## src/rtl/nn_pkg.sv

```systemverilog
// Shared constants and types for the NN front-end.
// Pixel binarization in the loader is enabled by PIXEL_BINARIZE_EN.
package nn_pkg;

   localparam int NUM_PIXELS = 784;
   localparam int ADDR_W     = 10;
   localparam int PIX_W      = 8;
   localparam int THRESHOLD  = 128;

   typedef logic [PIX_W-1:0] pixel_t;

   typedef enum logic [2:0] {
      IDLE,
      READ,
      WAIT,
      HOLD,
      DONE
   } loader_state_t;

endpackage

```

## src/rtl/pixel_addr_counter.sv

```systemverilog
// SRAM read address counter for the pixel loader.
// Increments on request, cleared explicitly at end of frame.
module pixel_addr_counter #(
   parameter int NUM_PIXELS = nn_pkg::NUM_PIXELS,
   parameter int ADDR_W     = nn_pkg::ADDR_W
) (
   input  logic              clk,
   input  logic              reset_n,
   input  logic              incr,
   input  logic              clr,
   output logic [ADDR_W-1:0] addr,
   output logic              at_last
);

   logic [ADDR_W-1:0] addr_q;
   logic [ADDR_W-1:0] addr_d;

   always_comb begin
      addr_d = addr_q;
      if (clr) begin
         addr_d = '0;
      end else if (incr) begin
         addr_d = addr_q + ADDR_W'(1);
      end
   end

   always_ff @(posedge clk or negedge reset_n) begin
      if (!reset_n) begin
         addr_q <= '0;
      end else begin
         addr_q <= addr_d;
      end
   end

   assign addr    = addr_q;
   assign at_last = (addr_q == ADDR_W'(NUM_PIXELS - 1));

endmodule

```

## src/rtl/sram_pixel_loader.sv

```systemverilog
// Reads a complete frame from SRAM and streams it out pixel by pixel.
// Define PIXEL_BINARIZE_EN to threshold each pixel to all-ones/zero.
module sram_pixel_loader #(
   parameter int NUM_PIXELS = nn_pkg::NUM_PIXELS,
   parameter int ADDR_W     = nn_pkg::ADDR_W,
   parameter int PIX_W      = nn_pkg::PIX_W,
   parameter int READ_LAT   = 2
) (
   input  logic              clk,
   input  logic              reset_n,
   input  logic              frame_ready,
   output logic [ADDR_W-1:0] sram_addr,
   output logic              sram_rden,
   input  logic [PIX_W-1:0]  sram_q,
   output logic [PIX_W-1:0]  pix_data,
   output logic              pix_valid,
   output logic              pix_last,
   input  logic              pix_ready,
   output logic              busy,
   output logic              load_done
);

   import nn_pkg::*;

   localparam int CNT_W = (READ_LAT > 1) ? $clog2(READ_LAT) : 1;
   localparam logic [CNT_W-1:0] WAIT_LOAD = CNT_W'(READ_LAT - 1);

   loader_state_t     state_q, state_d;
   logic [CNT_W-1:0]  wcnt_q, wcnt_d;
   logic [PIX_W-1:0]  pix_q, pix_d;
   logic [PIX_W-1:0]  pix_next;
   logic              incr, clr, at_last;

   pixel_addr_counter #(
      .NUM_PIXELS (NUM_PIXELS),
      .ADDR_W     (ADDR_W)
   ) u_addr (
      .clk     (clk),
      .reset_n (reset_n),
      .incr    (incr),
      .clr     (clr),
      .addr    (sram_addr),
      .at_last (at_last)
   );

`ifdef PIXEL_BINARIZE_EN
   assign pix_next = (sram_q >= PIX_W'(THRESHOLD)) ? '1 : '0;
`else
   assign pix_next = sram_q;
`endif

   always_comb begin
      state_d = state_q;
      wcnt_d  = wcnt_q;
      pix_d   = pix_q;
      incr    = 1'b0;
      clr     = 1'b0;
      unique case (state_q)
         IDLE: begin
            if (frame_ready) begin
               state_d = READ;
            end
         end
         READ: begin
            state_d = WAIT;
            wcnt_d  = WAIT_LOAD;
         end
         WAIT: begin
            // data is valid on the final latency cycle
            if (wcnt_q == '0) begin
               pix_d   = pix_next;
               state_d = HOLD;
            end else begin
               wcnt_d = wcnt_q - CNT_W'(1);
            end
         end
         HOLD: begin
            if (pix_ready) begin
               if (at_last) begin
                  state_d = DONE;
               end else begin
                  incr    = 1'b1;
                  state_d = READ;
               end
            end
         end
         DONE: begin
            clr     = 1'b1;
            state_d = IDLE;
         end
         default: begin
            state_d = IDLE;
         end
      endcase
   end

   always_ff @(posedge clk or negedge reset_n) begin
      if (!reset_n) begin
         state_q <= IDLE;
         wcnt_q  <= '0;
         pix_q   <= '0;
      end else begin
         state_q <= state_d;
         wcnt_q  <= wcnt_d;
         pix_q   <= pix_d;
      end
   end

   assign sram_rden = (state_q == READ);
   assign pix_valid = (state_q == HOLD);
   assign pix_last  = pix_valid && at_last;
   assign busy      = (state_q != IDLE);
   assign load_done = (state_q == DONE);
   assign pix_data  = pix_q;

endmodule

```

## config.mk

```make
export PLATFORM = sky130hd
export DESIGN_NAME = sram_pixel_loader
export DESIGN_NICKNAME = d
export VERILOG_FILES = /design/src/rtl/nn_pkg.sv /design/src/rtl/pixel_addr_counter.sv /design/src/rtl/sram_pixel_loader.sv
export SDC_FILE = /design/constraint.sdc
export NUM_CORES = 1
export LEC_CHECK = 0
export ABC_AREA = 0
export ABC_CLOCK_PERIOD_IN_PS = 1950
export CAP_MARGIN = 40
export CORE_MARGIN = 2
export CORE_UTILIZATION = 40
export CTS_CLUSTER_SIZE = 20
export DETAILED_ROUTE_END_ITERATION = 8
export PLACE_DENSITY = 0.74
export SLEW_MARGIN = 15
export SYNTH_ARGS = -nofsm -noshare
export SYNTH_HDL_FRONTEND = slang
export SYNTH_HIERARCHICAL = 1
export SYNTH_SLANG_ARGS = --single-unit
```

## constraint.sdc

```tcl
create_clock -name clk -period 1.95 [get_ports clk]
set_input_delay 0.195 -clock clk [delete_from_list [all_inputs] [get_ports clk]]
set_output_delay 0.195 -clock clk [all_outputs]
set_load 0.02 [all_outputs]
```

==> impl_metrics.csv <==
group,metric,value,unit
placement,post-place-ws,-0.0396,ns
synthesis,synth_nets,104,
synthesis,synth-seq-cells,22,
setup_path,arrival,2.18,ns
layout,fillCellCount,209,
setup_path,end_kind,"flip-flop",
clock_tree,clock_path_buffers,2,
synthesis,yosysUniqueCellTypes,33,
global_route,grt_first_pass_wirelength,4.28,mm
setup_path,r2r-start,"u_addr/addr[6]",
clock_tree,clkSlewWorstSetupHoldPaths,0.12,ns
setup_path,crit_path_max_incr_delay,0.46,ns
synthesis,syn-cell-area,1060,µm²
layout,layout.cells.non_filler,172,
setup_path,worstPathMaxFanout,3,
layout,antenna_cells,0,
setup_path,rr_endpoint,"u_addr/addr[6]",
routing,drcViolationCount,0,
clock_tree,cts_max_level,1,
floorplanning,design.die.area,3080,µm²
floorplanning,coreArea,2500,µm²
layout,finalInstanceArea,1660,µm²
sta,setup_viol,2,
setup_path,reg2regPathDepth,7,
clock_tree,cts_tree,"done",
routing,ant_nets,0,
outcome,status,"complete, but fails checks",
layout,layout.nets,156,
sta,fin_skew,0.00189,ns
sta,slew_headroom,0.645,
power,leakagePower,0.687,nW
placement,port_buffers,34,
routing,routed_wirelength,2.47,mm
routing,firstDrtPassIters,3,
layout,final_core_util,0.664,
sta,fin_ws,-0.0286,ns
sta,clock.fmax,505,MHz
global_route,grt_max_degree,23,
routing,drt_iter0_markers,6,
synthesis,synth_mux_area_frac,0.116,
placement,dp_hpwl,1.86,mm
synthesis,synth_compound_area_frac,0.0613,
routing,route.detailed.wl_per_inst,14.3,µm
layout,layout_commonest_cell,"clkdlybuf4s50_1",
worst_hold_path,hp-class,"input pin to asynchronous set/reset pin",
synthesis,synth_xor_xnor_area_share,0.0330,
setup_path,r2r_setup_slack,-0.03,ns
global_route,antenna_found_initial,0,
synthesis,synth_top_family_by_area,"simple AND/OR/NAND/NOR gates",
clock_tree,numCtsBuffers,3,
power,power_density,1340,nW/µm²
run,maxCapViolations,0,
floorplanning,pin_count,35,
sta,tightestPinTransition,0.531,ns
floorplanning,num_rows,18,
floorplanning,fp.dieH,55.5,µm
sta,rsz0062_at_grt,"true",
layout,drive_gt1_frac,0.359,
layout,synthToLayoutAreaGrowth,56.4,%
floorplanning,initial_core_util,0.424,
clock_tree,cts_root_buf,"clkbuf_4",
setup_path,cp_data_required_time,2.15,ns
layout,layout_common_cells,"31 x clkdlybuf4s50_1, 17 x dfrtp_1, 16 x buf_4",
power,irDropWorstVdd,0.986,mV
synthesis,synth_cells,91,
sta,hold_violations,0,
global_route,grt_pass1_vias,956,
setup_path,crit_chain,"nor4b_4 > nand3_1 > nor3_2 > and3b_2 > and4_4 > nand3_2 > mux2_4",
clock_tree,clk_latency,0.30,ns
placement,placed_cell_area,1580,µm²
sta,fin_crit_sh,1.01,
outcome,violations,"setup timing",
setup_path,crit_slowest_cell,"dfrtp_2",
sta,tns,-0.0444,ns
sta,drv_slew,0,
synthesis,syn_avg_cell_area,11.7,µm²
placement,dp.cells,166,
setup_path,cp-start-kind,"flip-flop",
routing,via_per_inst,5.16,
sta,min_period,1.98,ns
synthesis,synthAdderAreaFrac,0.0118,
routing,dr_total_vias,887,
setup_path,crit_start,"u_addr/addr[6]",
synthesis,yosys_warnings,6,
placement,gp_congestion,0.804,
floorplanning,die-width,55.5,µm
global_route,gr-usage-all-layers,0.172,
setup_path,path_class,"flip-flop to flip-flop",
synthesis,yosysSeqAreaShare,0.519,
synthesis,synthSimpleGateAreaFrac,0.241,
clock_tree,cts.sinks,22,
global_route,overflow,0,
[logic make-up after synthesis]
logic type | count (synthesis)
simple gates | 39
flops | 22
compound gates | 11
mux | 11
xor+xnor | 4
buf+inv | 3
fa+ha+maj | 1
[worst max path at each step]
stage                     endpoint
floorplan           u_addr/addr[6]
global placement          pix_last
detailed placement  u_addr/addr[6]
CTS                 u_addr/addr[6]
global route        u_addr/addr[6]
finish              u_addr/addr[6]
[state kept, by name, summed over array words and instances, names as in the netlist]
register	cells
pix_data	8
state_q	3
u_addr/addr	10
wcnt_q	1
[where the power goes]
group	internal [mW]	leakage, nW	switching (mW)
Combinational	0.641	0.399	0.563
Clock	0.114	0.0210	0.135
Sequential	0.632	0.267	0.132
Total	1.39	0.687	0.830
[worst max-delay path, delay by kind of cell (launching register included)]
family	cells	cell delay (ns)
AND/OR/NAND/NOR	6	1.12
flip-flops	1	0.46
multiplexers	1	0.30
[Yosys cell counts]
| library cell | number | share of area |
|---|---|---|
| dfrtp_1 | 22 | 0.52 |
| mux2_2 | 10 | 0.11 |
| nor2_1 | 9 | 0.032 |
| nand2_1 | 4 | 0.014 |
| nand3_1 | 4 | 0.019 |
| nor2b_1 | 4 | 0.024 |
| a21oi_1 | 3 | 0.014 |
| o21ai_0 | 3 | 0.014 |
| a31oi_1 | 2 | 0.012 |
| and3_1 | 2 | 0.012 |
| nor3b_1 | 2 | 0.014 |
| o31ai_1 | 2 | 0.014 |
| or4_1 | 2 | 0.014 |
| xnor2_1 | 2 | 0.017 |
| xor2_1 | 2 | 0.017 |
| and2_1 | 1 | 0.0059 |
| and3b_1 | 1 | 0.0083 |
| and4_1 | 1 | 0.0083 |
| and4_2 | 1 | 0.0094 |
| buf_2 | 1 | 0.0047 |
| buf_6 | 1 | 0.011 |
| clkbuf_1 | 1 | 0.0035 |
| ha_1 | 1 | 0.012 |
| mux2i_1 | 1 | 0.0094 |
| nand2b_1 | 1 | 0.0059 |
| nand4_1 | 1 | 0.0059 |
| nand4_4 | 1 | 0.020 |
| nor3_1 | 1 | 0.0047 |
| nor4b_1 | 1 | 0.0083 |
| nor4b_4 | 1 | 0.022 |
| o21bai_1 | 1 | 0.0071 |
| or3_1 | 1 | 0.0059 |
| or3_2 | 1 | 0.0071 |
[timing repair]
item / in CTS / in global routing
resized for setup: 7 / 6
endpoints found under the setup margin: 5 / 7
pin swaps: 2 / 0
hold buffers: 0 / 0
setup buffers: 1 / 1
[layer usage]
metal | vias up | global-route usage | wire length, µm
li1 | 432 | - | -
met1 | 431 | 0.208 | 1010
met2 | 24 | 0.315 | 1360
met3 | 0 | 0.0351 | 96
met4 | 0 | 0.0314 | 0
met5 | - | 0 | 0
[stage by stage]
stage	total power [mW]	hold slack (ns)
2_1_floorplan	1.44	-0.101
3_3_place_gp	1.93	0.489
3_5_place_dp	1.98	0.496
4_1_cts	2.23	0.236
5_1_grt	2.38	0.233
6_report	2.22	0.235
[final cells by class]
| cell class | instances | area (µm²) | area share |
|---|---|---|---|
| Multi-Input combinational cell | 66 | 569 | 0.343 |
| Sequential cell | 22 | 557 | 0.336 |
| Timing Repair Buffer | 50 | 459 | 0.277 |
| Tap cell | 30 | 37.5 | 0.0226 |
| Clock buffer | 4 | 36.3 | 0.0219 |
Power figures use the tool's default switching activity.
